$ cat src/rtl/wb_spram_pkg.sv
// Shared types and helpers for the Wishbone-to-single-port-RAM bridge.
package wb_spram_pkg;

    typedef enum logic [1:0] {
        IDLE = 2'd0,
        BUSY = 2'd1,
        RESP = 2'd2
    } state_t;

    // One extra bit keeps the window compare from wrapping at the top of the address space.
    localparam int CMP_W = 33;

    function automatic logic [31:0] word_index(input logic [31:0] adr, input logic [31:0] base);
        return (adr - base) >> 2;
    endfunction

endpackage

$ cat src/rtl/wb_spram_if.sv
// Wishbone B4 pipelined bus bundle between interconnect (master) and RAM port (slave).
interface wb_spram_if;
    logic        wb_cyc;
    logic        wb_stb;
    logic        wb_we;
    logic [3:0]  wb_sel;
    logic [31:0] wb_adr;
    logic [31:0] wb_dat_i;
    logic [31:0] wb_dat_o;
    logic        wb_ack;
    logic        wb_err;
    logic        wb_stall;

    modport master (
        output wb_cyc, wb_stb, wb_we, wb_sel, wb_adr, wb_dat_i,
        input  wb_dat_o, wb_ack, wb_err, wb_stall
    );

    modport slave (
        input  wb_cyc, wb_stb, wb_we, wb_sel, wb_adr, wb_dat_i,
        output wb_dat_o, wb_ack, wb_err, wb_stall
    );
endinterface

$ cat src/rtl/wb_spram_port.sv
// Wishbone B4 pipelined slave driving a 1-cycle-latency single-port RAM, with optional wait states.
//   state | meaning
//   IDLE  | ready; a beat may be accepted and its RAM strobe issued
//   BUSY  | counting wait states; first cycle captures RAM read data
//   RESP  | drive ack or err for one cycle, then back to IDLE
module wb_spram_port
    import wb_spram_pkg::*;
#(
    parameter logic [31:0] BASE        = 32'h0000_0000,
    parameter int          SIZE        = 'h80,
    parameter int          AW          = $clog2(SIZE) - 2,
    parameter int          WAIT_STATES = 0
) (
    input  logic          clk,
    input  logic          rst,
    wb_spram_if.slave     wb,
    output logic [AW-1:0] ram_addr,
    output logic          ram_ce,
    output logic [3:0]    ram_we,
    output logic [31:0]   ram_d,
    input  logic [31:0]   ram_q
);

    logic             accept;
    logic             in_range;
    logic [CMP_W-1:0] offset;
    logic [31:0]      word_idx;
    logic             unused_word_bits;

    logic             stall;
    logic             ack;
    logic             err;
    logic [31:0]      dat_o;

    assign offset   = {1'b0, wb.wb_adr} - {1'b0, BASE};
    assign in_range = ({1'b0, wb.wb_adr} >= {1'b0, BASE}) && (offset < CMP_W'(SIZE));
    assign accept   = wb.wb_cyc & wb.wb_stb & ~stall & ~rst;

    assign word_idx         = word_index(wb.wb_adr, BASE);
    assign ram_addr         = word_idx[AW-1:0];
    assign unused_word_bits = ^word_idx[31:AW];

    assign ram_ce = accept & in_range;
    assign ram_we = ram_ce ? (wb.wb_sel & {4{wb.wb_we}}) : 4'h0;
    assign ram_d  = wb.wb_dat_i;

    generate
        if (WAIT_STATES == 0) begin : g_pipe
            logic ack_q;
            logic err_q;
            logic rd_q;

            always_ff @(posedge clk) begin
                if (rst) begin
                    ack_q <= 1'b0;
                    err_q <= 1'b0;
                    rd_q  <= 1'b0;
                end else begin
                    ack_q <= accept & in_range;
                    err_q <= accept & ~in_range;
                    rd_q  <= accept & in_range & ~wb.wb_we;
                end
            end

            // Dropping cyc masks the response that is due this cycle.
            assign stall = 1'b0;
            assign ack   = ack_q & wb.wb_cyc;
            assign err   = err_q & wb.wb_cyc;
            assign dat_o = (ack && rd_q) ? ram_q : 32'h0;
        end else begin : g_wait
            localparam int CW = (WAIT_STATES > 1) ? $clog2(WAIT_STATES) : 1;

            state_t        state;
            state_t        state_nxt;
            logic [CW-1:0] cnt;
            logic [CW-1:0] cnt_nxt;
            logic          in_range_q;
            logic          we_q;
            logic          fresh_q;
            logic [31:0]   hold;

            always_ff @(posedge clk) begin
                if (rst) begin
                    state      <= IDLE;
                    cnt        <= '0;
                    in_range_q <= 1'b0;
                    we_q       <= 1'b0;
                    fresh_q    <= 1'b0;
                    hold       <= 32'h0;
                end else begin
                    state   <= state_nxt;
                    cnt     <= cnt_nxt;
                    fresh_q <= accept;
                    if (accept) begin
                        in_range_q <= in_range;
                        we_q       <= wb.wb_we;
                    end
                    // RAM output is only valid in the cycle right after the strobe.
                    if (fresh_q) begin
                        hold <= (in_range_q && !we_q) ? ram_q : 32'h0;
                    end
                end
            end

            always_comb begin
                state_nxt = state;
                cnt_nxt   = cnt;
                stall     = 1'b0;
                ack       = 1'b0;
                err       = 1'b0;
                case (state)
                    IDLE: begin
                        if (accept) begin
                            state_nxt = BUSY;
                            cnt_nxt   = CW'(WAIT_STATES - 1);
                        end
                    end
                    BUSY: begin
                        stall = 1'b1;
                        if (cnt == '0) begin
                            state_nxt = RESP;
                        end else begin
                            cnt_nxt = cnt - CW'(1);
                        end
                    end
                    RESP: begin
                        stall     = 1'b1;
                        ack       = wb.wb_cyc & in_range_q;
                        err       = wb.wb_cyc & ~in_range_q;
                        state_nxt = IDLE;
                    end
                    default: begin
                        state_nxt = IDLE;
                    end
                endcase
                if (!wb.wb_cyc) begin
                    state_nxt = IDLE;
                    cnt_nxt   = '0;
                end
            end

            assign dat_o = ack ? hold : 32'h0;
        end
    endgenerate

    assign wb.wb_stall = stall;
    assign wb.wb_ack   = ack;
    assign wb.wb_err   = err;
    assign wb.wb_dat_o = dat_o;

endmodule

$ cat src/flat_wrapper.sv
// flat-port wrapper written by rule: the top's interface ports become plain ports
module wb_spram_port_flat import wb_spram_pkg::*;
#(
    parameter logic [31:0] BASE        = 32'h0000_0000,
    parameter int          SIZE        = 'h80,
    parameter int          AW          = $clog2(SIZE) - 2,
    parameter int          WAIT_STATES = 0
)
  (clk, rst, ram_addr, ram_ce, ram_we, ram_d, ram_q, wb_wb_cyc, wb_wb_stb, wb_wb_we, wb_wb_sel, wb_wb_adr, wb_wb_dat_i, wb_wb_dat_o, wb_wb_ack, wb_wb_err, wb_wb_stall);
  wb_spram_if wb_i ();
  input  logic clk;
  input  logic rst;
  output logic [AW-1:0] ram_addr;
  output logic ram_ce;
  output logic [3:0] ram_we;
  output logic [31:0] ram_d;
  input  logic [31:0] ram_q;
  input wire logic [$bits(wb_i.wb_cyc)-1:0] wb_wb_cyc;
  input wire logic [$bits(wb_i.wb_stb)-1:0] wb_wb_stb;
  input wire logic [$bits(wb_i.wb_we)-1:0] wb_wb_we;
  input wire logic [$bits(wb_i.wb_sel)-1:0] wb_wb_sel;
  input wire logic [$bits(wb_i.wb_adr)-1:0] wb_wb_adr;
  input wire logic [$bits(wb_i.wb_dat_i)-1:0] wb_wb_dat_i;
  output wire logic [$bits(wb_i.wb_dat_o)-1:0] wb_wb_dat_o;
  output wire logic [$bits(wb_i.wb_ack)-1:0] wb_wb_ack;
  output wire logic [$bits(wb_i.wb_err)-1:0] wb_wb_err;
  output wire logic [$bits(wb_i.wb_stall)-1:0] wb_wb_stall;
  assign wb_i.wb_cyc = wb_wb_cyc;
  assign wb_i.wb_stb = wb_wb_stb;
  assign wb_i.wb_we = wb_wb_we;
  assign wb_i.wb_sel = wb_wb_sel;
  assign wb_i.wb_adr = wb_wb_adr;
  assign wb_i.wb_dat_i = wb_wb_dat_i;
  assign wb_wb_dat_o = wb_i.wb_dat_o;
  assign wb_wb_ack = wb_i.wb_ack;
  assign wb_wb_err = wb_i.wb_err;
  assign wb_wb_stall = wb_i.wb_stall;
  wb_spram_port #(.BASE(BASE), .SIZE(SIZE), .AW(AW), .WAIT_STATES(WAIT_STATES)) u_core (.clk(clk), .rst(rst), .wb(wb_i), .ram_addr(ram_addr), .ram_ce(ram_ce), .ram_we(ram_we), .ram_d(ram_d), .ram_q(ram_q));
endmodule
$ cat config.mk
export PLATFORM = sky130hd
export DESIGN_NAME = wb_spram_port_flat
export DESIGN_NICKNAME = d
export VERILOG_FILES = /design/src/rtl/wb_spram_pkg.sv /design/src/rtl/wb_spram_if.sv /design/src/rtl/wb_spram_port.sv /design/src/flat_wrapper.sv
export SDC_FILE = /design/constraint.sdc
export NUM_CORES = 1
export LEC_CHECK = 0
export BUFFER_PORTS_ARGS = -buffer_cell sky130_fd_sc_hd__buf_4
export CORE_ASPECT_RATIO = 1.25
export CORE_MARGIN = 8
export CORE_UTILIZATION = 24
export DETAILED_ROUTE_END_ITERATION = 6
export PLACE_DENSITY = 0.87
export SLEW_MARGIN = 0
export SYNTH_ARGS = -nofsm -noshare
export SYNTH_HDL_FRONTEND = slang
export SYNTH_SLANG_ARGS = --single-unit
$ cat constraint.sdc
create_clock -name clk -period 3.1 [get_ports clk]
set_clock_uncertainty 0.1 [all_clocks]
set_input_delay 0.155 -clock clk [delete_from_list [all_inputs] [get_ports clk]]
set_output_delay 0.155 -clock clk [all_outputs]
set_load 0.03 [all_outputs]
==> flow_summary.yaml <==
min_path:
  min_path_type: "in2reg"
status:
  outcome: "complete, no violations"
sta:
  finalCritPeriodShare: 0.586
  finalSetupViolCount: 0
  fmax_mhz: 551
  min_period_ns: 1.82
  hold_viol: 0
  finalMaxSlewViolations: 0
  tightestPinTransition_ns: 0.717
  setup_tns_ns: 0
  slew_headroom: 0.522
  rsz0062_at_grt: "no"
die:
  fp.dieW_um: 65.9
  die_h_um: 78.4
  rows: 22
  core_um2: 2950
  die-area_um2: 5160
  pin_count: 182
  start_util: 0.254
global_routing:
  grt_busiest_layer: "met2"
  overflow: 0
  grt_pass1_wl_um: 4510
  grt_pass1_vias: 868
  grt_util_all_layers: 0.110
  grt.met3_usage: 0.0696
  antenna_found_initial: 0
  grt_max_degree: 33
  met2_usage: 0.192
  grt_util_met1: 0.101
cts:
  cts_tree: "done"
  cts_sinks: 3
  cts-root-buf: "clkbuf_4"
  cts_max_path_buffers: 2
  clk_transition_reported_paths_ns: 0.04
  cts_buffers: 3
  cts-htree-levels: 1
yosys:
  synth_fp_nets: 209
  ys_seq_elements: 3
  ys_seq_area_frac: 0.0804
  yosysWarnings: 0
  synth_area_per_cell_um2: 7.18
  synth_cells: 104
  syn-cell-area_um2: 747
  ys_types: 17
critical_path:
  path_max_fanout: 32
  cp_slowest_stage_delay_ns: 0.62
  crit_arrival_ns: 1.56
  crit_type: "reg2out"
  crit_path_start_kind: "flop"
  path_buf_inv: 1
  end_kind: "output pin"
  crit_slowest_cell: "and3_1"
  worst-endpoint-required_ns: 2.84
  critical-path-top-delay-family: "simple AND/OR/NAND/NOR gates"
  crit_chain: "and3_1, and2_1, buf_4"
route:
  drc: 0
  wl_um: 3160
  antenna_left: 0
  first_iter_violations: 4
  first_pass_iters: 2
  viasPerCell: 4.24
  vias: 882
  wl_per_cell_um: 15.2
power_and_ir_drop:
  ir_drop_uv: 86.2
  power.leakage_nw: 0.734
  powerDensity_nw_per_um2: 139
  power.total_mw: 0.183
cells_and_area:
  seq_area_um2: 60.1
  antennaDiodeCount: 0
  multi_input_area_um2: 375
  nets: 278
  synthToLayoutAreaGrowth_pct: 75.7
  fillers: 305
  final_util: 0.446
  drive_gt1_frac: 0.651
run:
  cap_violations: 0
place:
  portBuffers: 104
  gp_congestion: 0.820
  dp_hpwl_um: 2820
-- cells by family (layout without fill, tap and decap cells) --
logic type | after synthesis | in the layout | synth area share
other cells | 1 | 1 | 0.00502
simple gates | 54 | 54 | 0.484
compound gates | 1 | 1 | 0.0134
buf+inv | 45 | 113 | 0.417
flops | 3 | 3 | 0.0804
-- registers in the layout (all words and copies together) (netlist names) --
signal               count
u_core.g_pipe.err_q      1
u_core.g_pipe.ack_q      1
u_core.g_pipe.rd_q       1
-- cell type report --
type | instances | share of cell area
Clock buffer | 4 | 0.0200
Multi-Input combinational cell | 56 | 0.286
Inverter | 4 | 0.0114
Timing Repair Buffer | 105 | 0.602
Sequential cell | 3 | 0.0458
Tap cell | 36 | 0.0343
-- through the flow --
stage          cells  instance area, um^2  hold slack [ns]  worst slack (ns)
2_1_floorplan    104                  747            0.126              1.45
3_3_place_gp     203                 1280            0.210              1.48
3_5_place_dp     203                 1280            0.210              1.50
4_1_cts          208                 1310            0.153              1.24
5_1_grt          208                 1310            0.185              1.13
6_report         208                 1310            0.160              1.28
-- synth_stat cells (all sizes together) --
master  number  share of area
and4b        1          0.013
o21ba        1          0.013
nor4         6          0.084
nor3         7          0.047
inv          4          0.020
nor2         1         0.0050
buf         38           0.38
and2        34           0.28
clkbuf       3          0.015
conb         1         0.0050
and3         1         0.0084
nand4        2          0.025
dfxtp        3          0.080
nand3b       1          0.010
nand3        1         0.0067
-- metal layers --
metal,routed length (um),up-vias
li1,-,431
met1,1010,365
met2,1570,80
met3,542,6
met4,35,0
met5,0,-
-- timing repair --
| action | CTS | global route |
|---|---|---|
| endpoints found under the hold margin | 1 | 0 |
| hold buffers | 1 | 0 |
| setup buffers | 0 | 0 |
| resized for setup | 0 | 0 |
| setup endpoints to repair | 0 | 0 |
-- layout by cell type, fill, tap and decap left out --
cell / count
and3_1: 1
conb_1: 1
nand4_1: 1
nand4_2: 1
and2_1: 34
clkbuf_4: 3
clkbuf_1: 1
inv_1: 4
nor3_1: 7
nor2_1: 1
nor4_2: 4
o21ba_1: 1
nor4_1: 2
dlygate4sd3_1: 1
dfxtp_1: 3
nand3_1: 1
nand3b_1: 1
and4b_1: 1
buf_4: 104
-- report_power, final --
group / switching (mW) / internal, mW / leakage, nW
Combinational: 0.0171 / 0.0556 / 0.694
Sequential: 0.0000724 / 0.0393 / 0.0243
Clock: 0.0221 / 0.0484 / 0.0150
-- worst paths after layout --
check	start	to	slack, ns	cells past startpoint
max	u_core.g_pipe.ack_q$_SDFF_PP0_	wb_wb_dat_o[3]	1.28	3
min	rst	u_core.g_pipe.rd_q$_SDFF_PP0_	0.16	3
No activity file was read; power rests on OpenSTA's default activity.
